[src/rtl/load_store_unit_pkg.sv]
// Shared types for the load/store unit: FSM state encoding, access-size codes
// and the alignment rule used at request accept.
package load_store_unit_pkg;

  typedef enum logic [1:0] {
    IDLE   = 2'd0,
    ACCESS = 2'd1,
    WRITE  = 2'd2,
    RESP   = 2'd3
  } lsu_state_e;

  localparam logic [1:0] SIZE_B = 2'b00;
  localparam logic [1:0] SIZE_H = 2'b01;
  localparam logic [1:0] SIZE_W = 2'b10;

  // Size code 2'b11 falls into the default branch and is checked as a word.
  function automatic logic is_misaligned(input logic [1:0] size, input logic [1:0] byte_off);
    case (size)
      SIZE_B:  return 1'b0;
      SIZE_H:  return byte_off[0];
      default: return byte_off != 2'b00;
    endcase
  endfunction

endpackage

[src/rtl/lsu_lane_align.sv]
// Little-endian lane handling: extracts/extends load data from a memory word
// and merges sub-word store data into the word read back from memory.
module lsu_lane_align
  import load_store_unit_pkg::*;
(
  input  logic [1:0]  size_i,
  input  logic        is_unsigned_i,
  input  logic [1:0]  byte_off_i,
  input  logic [31:0] mem_rdata_i,
  input  logic [31:0] wdata_i,
  output logic [31:0] load_data_o,
  output logic [31:0] merge_data_o
);

  logic [7:0]  lane_b;
  logic [15:0] lane_h;

  assign lane_b = mem_rdata_i[{byte_off_i, 3'b000} +: 8];
  assign lane_h = mem_rdata_i[{byte_off_i[1], 4'b0000} +: 16];

  // NOTE: every output gets a default before the case so no latch is inferred.
  always_comb begin
    load_data_o  = mem_rdata_i;
    merge_data_o = mem_rdata_i;
    case (size_i)
      SIZE_B: begin
        load_data_o = {{24{~is_unsigned_i & lane_b[7]}}, lane_b};
        merge_data_o[{byte_off_i, 3'b000} +: 8] = wdata_i[7:0];
      end
      SIZE_H: begin
        load_data_o = {{16{~is_unsigned_i & lane_h[15]}}, lane_h};
        merge_data_o[{byte_off_i[1], 4'b0000} +: 16] = wdata_i[15:0];
      end
      default: begin
        load_data_o  = mem_rdata_i;
        merge_data_o = wdata_i;
      end
    endcase
  end

endmodule

[src/rtl/load_store_unit.sv]
// Single-outstanding load/store unit: IDLE -> ACCESS -> [WRITE] -> RESP, with
// read-modify-write for sub-word stores and an early fault path for misalignment.
module load_store_unit
  import load_store_unit_pkg::*;
#(
  parameter int ADDR_W = 32
) (
  input  logic              clk,
  input  logic              reset_n,
  input  logic              req_valid,
  output logic              req_ready,
  input  logic              req_store,
  input  logic [1:0]        req_size,
  input  logic              req_unsigned,
  input  logic [ADDR_W-1:0] req_addr,
  input  logic [31:0]       req_wdata,
  output logic              resp_valid,
  output logic [31:0]       resp_rdata,
  output logic              resp_misaligned,
  output logic [ADDR_W-1:0] mem_addr,
  output logic              mem_we,
  output logic [31:0]       mem_wdata,
  input  logic [31:0]       mem_rdata
);

  lsu_state_e        state_q;
  logic              store_q;
  logic [1:0]        size_q;
  logic              unsigned_q;
  logic [ADDR_W-1:0] addr_q;
  logic [31:0]       wdata_q;
  logic [31:0]       rdata_q;
  logic [31:0]       merge_q;
  logic              mis_q;

  logic [31:0] load_data;
  logic [31:0] merge_data;
  logic        word_store;
  logic        mem_active;

  lsu_lane_align u_lane_align (
    .size_i        (size_q),
    .is_unsigned_i (unsigned_q),
    .byte_off_i    (addr_q[1:0]),
    .mem_rdata_i   (mem_rdata),
    .wdata_i       (wdata_q),
    .load_data_o   (load_data),
    .merge_data_o  (merge_data)
  );

  // Sizes 10 and 11 are both full-word accesses.
  assign word_store = store_q & size_q[1];
  assign mem_active = (state_q == ACCESS) || (state_q == WRITE);

  // NOTE: state and datapath registers use non-blocking assignments so every
  // register samples pre-edge values, independent of statement order.
  always_ff @(posedge clk or negedge reset_n) begin
    if (!reset_n) begin
      state_q    <= IDLE;
      store_q    <= 1'b0;
      size_q     <= SIZE_B;
      unsigned_q <= 1'b0;
      addr_q     <= '0;
      wdata_q    <= '0;
      rdata_q    <= '0;
      merge_q    <= '0;
      mis_q      <= 1'b0;
    end else begin
      case (state_q)
        IDLE: begin
          if (req_valid) begin
            store_q    <= req_store;
            size_q     <= req_size;
            unsigned_q <= req_unsigned;
            addr_q     <= req_addr;
            wdata_q    <= req_wdata;
            rdata_q    <= '0;
            mis_q      <= is_misaligned(req_size, req_addr[1:0]);
            state_q    <= is_misaligned(req_size, req_addr[1:0]) ? RESP : ACCESS;
          end
        end
        ACCESS: begin
          if (!store_q) begin
            rdata_q <= load_data;
            state_q <= RESP;
          end else if (!word_store) begin
            merge_q <= merge_data;
            state_q <= WRITE;
          end else begin
            state_q <= RESP;
          end
        end
        WRITE:   state_q <= RESP;
        default: state_q <= IDLE;
      endcase
    end
  end

  // Memory strobes decode the state register only, so reset drops them at once.
  assign mem_we    = (state_q == WRITE) || ((state_q == ACCESS) && word_store);
  assign mem_wdata = (state_q == WRITE)                    ? merge_q :
                     ((state_q == ACCESS) && word_store)   ? wdata_q : '0;
  assign mem_addr  = mem_active ? {2'b00, addr_q[ADDR_W-1:2]} : '0;

  assign req_ready       = (state_q == IDLE);
  assign resp_valid      = (state_q == RESP);
  assign resp_misaligned = resp_valid & mis_q;
  assign resp_rdata      = resp_valid ? rdata_q : '0;

endmodule

[config.mk]
export PLATFORM = sky130hd
export DESIGN_NAME = load_store_unit
export DESIGN_NICKNAME = d
export VERILOG_FILES = /design/src/rtl/load_store_unit_pkg.sv /design/src/rtl/lsu_lane_align.sv /design/src/rtl/load_store_unit.sv
export SDC_FILE = /design/constraint.sdc
export NUM_CORES = 1
export LEC_CHECK = 0
export ABC_CLOCK_PERIOD_IN_PS = 2900
export CAP_MARGIN = 10
export CORE_UTILIZATION = 49
export CTS_CLUSTER_SIZE = 14
export DETAILED_ROUTE_END_ITERATION = 6
export HOLD_SLACK_MARGIN = 0.12
export PLACE_DENSITY = 0.81
export SYNTH_ARGS = -nofsm -noshare
export SYNTH_HDL_FRONTEND = slang
export SYNTH_SLANG_ARGS = --single-unit
[constraint.sdc]
create_clock -name clk -period 2.9 [get_ports clk]
set_input_delay 0.29 -clock clk [delete_from_list [all_inputs] [get_ports clk]]
set_output_delay 0.29 -clock clk [all_outputs]
set_load 0.05 [all_outputs]
* After elaboration in Yosys (flattened, before gate mapping)
Cells that the tools add are included.
** Word-level totals
- Bits in registers :: 135
- Bits of input ports :: 103
** Cells by class
- Reductions and logical operators :: 11
- Multiplexer cells :: 19
- Shifts and indexed selects :: 6
- Equal/unequal tests :: 7
- Bitwise gates (word level) :: 6
- $add $sub $neg :: 2
** Operator list (count)
- case mux 32 bit (2 select lines) :: 3
- two-way mux 32 bit :: 5
- bitwise mux 32 bit :: 2
- variable shift 16 x 7 -> 32 bit, first input constant :: 1
- variable shift 8 x 7 -> 32 bit, first input constant :: 1
- variable part select 16 x 7 -> 32 bit :: 1
- variable part select 32 x 6 -> 16 bit :: 1
- variable part select 32 x 6 -> 8 bit :: 1
- variable part select 8 x 7 -> 32 bit :: 1
- two-way mux 30 bit :: 1
- negation 5 -> 7 bit :: 2
- == test 2 x 1 -> 1 bit, second input constant :: 3
- zero test 2 bit :: 3
- case mux 2 bit (3 select lines) :: 1
- AND reduction 3 bit :: 2
- bitwise AND 1 bit :: 4
- == test 2 bit, second input constant :: 2
- two-way mux 1 bit :: 4
- two-way mux 2 bit :: 2
- inequality test 2 bit, second input constant :: 2
- nonzero test 2 bit :: 2
- logical OR 1 bit :: 2
- NOT 1 bit :: 2
- case mux 1 bit (2 select lines) :: 1
- 2 further kinds :: 2

* Logic depth before layout (Yosys ltp)
- Depth in word-level cells :: 7
- Depth in mapped cells :: 9

* Cells and area by module
From an unflattened synthesis, not the netlist that was laid out.
** Unflattened totals
- Cells, all modules :: 798
- Area total of the unflattened synthesis :: 8097.8 µm²
** Modules (own cells, without submodules)
- load_store_unit :: cells an instance 519, times used 1, area an instance 6312.3 µm², seq. area each 3378.2 µm²
- lsu_lane_align :: cells an instance 279, times used 1, area an instance 1785.5 µm², seq. area each 0.0 µm²

* Least setup slack after synthesis
OpenSTA, ideal clock, no wires.
- Path type :: register to register
- From :: register addr_q[0]
- To :: register merge_q[24]
- Clock period less this slack :: 2.200 ns
- Data arrival time :: 2.135 ns
- Data required time :: 2.835 ns
- Cell stages (with the launch flop) :: 10
- Path buffers :: 3
- Setup slack :: 0.700 ns
- Cells stage by stage :: dfrtp_1 -> buf_2 -> buf_2 -> inv_1 -> ha_1 -> nor4bb_1 -> buf_2 -> a221oi_1 -> a2111oi_0 -> a21o_1
** Between the ends
- Cells in the longest elaborated chain, start to end :: 4
- Elaborated cells on any way between the ends :: 5
- Those cells by class :: 1 x add/sub; 2 x shift; 2 x mux
** Ends and longest elaborated chain
- from (decl) :: RTL line load_store_unit.sv:30 : logic [ADDR_W-1:0] addr_q;
- from (signal assigned) :: RTL line load_store_unit.sv:75 : addr_q <= req_addr;
- negation 5 -> 7 bit * :: RTL line lsu_lane_align.sv:28 : merge_data_o[{byte_off_i, 3'b000} +: 8] = wdata_i[7:0];
- variable part select 8 x 7 -> 32 bit or variable shift 8 x 7 -> 32 bit (tied branches) :: RTL line lsu_lane_align.sv:28
- bitwise mux 32 bit * :: RTL line lsu_lane_align.sv:28
- case mux 32 bit (2 select lines) * :: RTL line lsu_lane_align.sv:25 : case (size_i)
- to (signal assigned) :: RTL line load_store_unit.sv:87 : merge_q <= merge_data;
- to (decl) :: RTL line load_store_unit.sv:33 : logic [31:0] merge_q;
Mark *: on every way between the ends. The rest lies on a longest branch, timed or not.
A chain may end at the register's enable or synchronous reset.

* Worst setup path after layout
- From :: register state_q[0]
- To :: output port resp_rdata[28]
** Between the ends
- Cells in the longest elaborated chain, start to end :: 2
** Ends and longest elaborated chain
- from (decl) :: RTL line load_store_unit.sv:26 : lsu_state_e state_q;
- from (signal assigned) :: RTL line load_store_unit.sv:79 : state_q <= is_misaligned(req_size, req_addr[1:0]) ? RESP : ACCESS;
- == test 2 bit :: RTL line load_store_unit.sv:106 : assign resp_valid = (state_q == RESP);
- two-way mux 32 bit :: RTL line load_store_unit.sv:108 : assign resp_rdata = resp_valid ? rdata_q : '0;
- to (decl) :: RTL line load_store_unit.sv:18 : output logic [31:0] resp_rdata,
Every way passes these cells.

==> flow_metrics.tcl <==
set metrics [dict create \
    cts-buffers-inserted 17 \
    clockBufferDepth 2 \
    ys_seq_elements 135 \
    post-route-drc-count 0 \
    power_per_cell_area_nw_per_um2 1320 \
    finalSetupViolations 0 \
    min_path_type "primary input to asynchronous set/reset pin" \
    crit-reg2reg-capture "merge_q[29]" \
    num-nets-final 988 \
    cp.required_ns 2.61 \
    run_status "completed" \
    r2r_setup_slack_ns 0.28 \
    drt-met1-wl_um 9420 \
    power.total_w 0.0141 \
    clockRootBuffer "clkbuf_16" \
    die-width_um 127 \
    slew_viol_final 0 \
    numClockSinks 135 \
    globalplace.congestion 0.883 \
    grt_pass1_vias 6461 \
    route.antenna.remaining_nets 0 \
    fraction_of_the_cycle_the_final_worst_path_needs 0.922 \
    critPathArrivalTime_ns 2.38 \
    yosysUniqueCellTypes 52 \
    ys_seq_area_frac 0.441 \
    startpoint_of_the_lowest_slack_register_to_register_path "state_q[1]" \
    max_slew_headroom 0.300 \
    clkTransAtPathRegs_ns 0.06 \
    finalHoldViolations 0 \
    synth_flop_cell "dfrtp_1" \
    synthesis.yosys.warnings 0 \
    startpoint "state_q[0]" \
    timing.max_cap.violations 0 \
    start_kind "flop" \
    postSynthCellCount 703 \
    area_growth_syn_to_layout_pct 39.7 \
    routedWlPerCell_um 20.6 \
    critical_path_class "flop to primary output" \
    tritoncts "yes" \
    worst_case_reg_to_reg_path_depth 7 \
    io_buffers 200 \
    synth-async-reset-ratio 1.00 \
    route.final.wire_length_um 22200 \
    rsz_0062_raised_after_global_routing "no" \
    post_synth_instance_area_um2 7660 \
    place.detailed.hpwl_um 15900 \
    finalClockSkew_ns 0.00657 \
    mean_number_of_vias_per_cell 6.08 \
    drt_iter0_markers 644 \
    setup_total_negative_slack_ns 0 \
    clock_insertion_delay_worst_skew_ns 0.43 \
    category_of_the_worst_setup_path_capture_point "primary output" \
    ys_top_cells_by_area "dfrtp_1, mux2_2, mux2i_1" \
    number_of_antenna_violations_at_the_first_check_in_global_routing 0 \
    synthDominantAreaCellType "dfrtp_1" \
    antenna-diode-count 0 \
    leakagePower_nw 4.66 \
    critPathMaxFanout 34 \
    die_height_um 127 \
    ctsHtreeMaxLevel 4 \
    total_overflow_reported_by_the_global_router 0 \
    achievable-frequency_mhz 374 \
    detail_route.first_pass.iterations 5 \
    dieArea_um2 16100 \
    syn_area_per_cell_um2 10.9 \
    pin_count 203 \
    first_pass_grt_wire_length_um 35200 \
    initial_utilization 0.504 \
    synthTopCellsByCount "dfrtp_1, mux2_2, mux2i_1" \
    synth_top_cell_area_share 0.441 \
    edff_count_synth 0 \
    pin_count_of_the_biggest_net_entering_global_routing 136 \
    detailroute.via_count 6537 \
    final_layout_size_suffix_gt1_frac 0.191 \
    most_frequent_cell_after_synthesis "dfrtp_1" \
    core_area_um2 15200 \
    tightestPinTransition_ns 1.05 \
    peakVddDrop_mv 0.684 \
    total_length_of_routed_met2_wires_um 10800 \
    grt_util_all_layers 0.284 \
    post-route-min-period_ns 2.67 \
    placement_rows 45 \
    met3WireLength_um 1550 \
    maxUsedRoutingLayer "met4" \
]
flip-flops by register name (all words and copies together) (netlist names):
| register | count |
|---|---|
| mis_q | 1 |
| merge_q | 32 |
| addr_q | 32 |
| rdata_q | 32 |
| size_q | 2 |
| unsigned_q | 1 |
| store_q | 1 |
| state_q | 2 |
| wdata_q | 32 |
stage by stage:
step	hold slack, ns	std cells	setup WS, ns	utilization	instance area, um2
floorplan	-0.00559	704	0.700	-	7660
global placement	0.448	1044	0.419	0.667	10100
detailed placement	0.457	1044	0.316	0.667	10100
CTS	0.463	1076	0.0651	0.703	10700
global route	0.469	1076	0.0944	0.704	10700
finish	0.451	1076	0.227	0.704	10700
final cells by class:
cell class / count / area, um2
Inverter: 14 / 52.6
Tap cell: 188 / 235
Multi-Input combinational cell: 486 / 3950
Clock buffer: 24 / 492
Fill cell: 1096 / 4500
Sequential cell: 135 / 3380
Timing Repair Buffer: 222 / 2550
Clock inverter: 7 / 46.3
worst max path at each step:
stage                     end  slack, ns  cells after the start
2_1_floorplan     merge_q[24]       0.70                      9
3_3_place_gp      merge_q[23]       0.42                      7
3_5_place_dp     mem_addr[19]       0.32                      4
4_1_cts          mem_addr[14]       0.07                      4
5_1_grt           merge_q[29]       0.09                      7
6_report       resp_rdata[28]       0.23                      4
timing repair:
action	4_1_cts	5_1_grt
buffers inserted	0	0
hold buffers	1	0
gates resized for setup	1	1
hold endpoints to repair	135	0
endpoints found under the setup margin	30	27
power breakdown:
group	internal (W)	switching, W	leakage (nW)
sequential	0.00278	0.000731	1.68
clock	0.00117	0.000788	0.258
combinational	0.00365	0.00496	2.73
total	0.00760	0.00648	4.66
metal layers:
| metal | up-vias | track usage |
|---|---|---|
| li1 | 2954 | - |
| met3 | 27 | 0.0544 |
| met2 | 303 | 0.454 |
| met4 | 0 | 0.0966 |
| met1 | 3253 | 0.388 |
| met5 | - | 0 |
worst max-delay path, cell delays in order, from the launching register on:
cell	delay (ns)
dfrtp_1	0.40
ha_1	0.25
buf_4	0.29
and2_1	0.19
clkdlybuf4s50_1	0.81
cells in the final DEF (no fill, tap or decap), types with 7 or more instances in the layout:
| master | n |
|---|---|
| clkbuf_16 | 17 |
| a311oi_1 | 7 |
| a21oi_1 | 9 |
| mux2_2 | 68 |
| ha_1 | 7 |
| and2_1 | 63 |
| clkdlybuf4s50_1 | 166 |
| a221o_1 | 21 |
| mux2i_1 | 66 |
| buf_12 | 37 |
| buf_4 | 18 |
| nor2b_1 | 12 |
| nor2_1 | 45 |
| a2111oi_0 | 24 |
| a211oi_1 | 8 |
| nand3_1 | 9 |
| nand2_1 | 19 |
| inv_1 | 13 |
| dfrtp_1 | 133 |
| o22ai_1 | 8 |
| a221oi_1 | 24 |
| a21o_1 | 32 |
kinds of logic (layout without fill, tap and decap cells):
family                     Yosys count  count (layout)  share of synthesized area
and+or+nand+nor                    173             173                      0.121
AOI/OAI and AO/OA                  162             162                      0.174
muxes                              140             140                      0.202
DFF                                135             135                      0.441
buffers and inverters               83             267                     0.0475
adders and majority gates            9               9                     0.0147
other                                1               2                   0.000490
No activity file was read; power rests on OpenSTA's default activity.
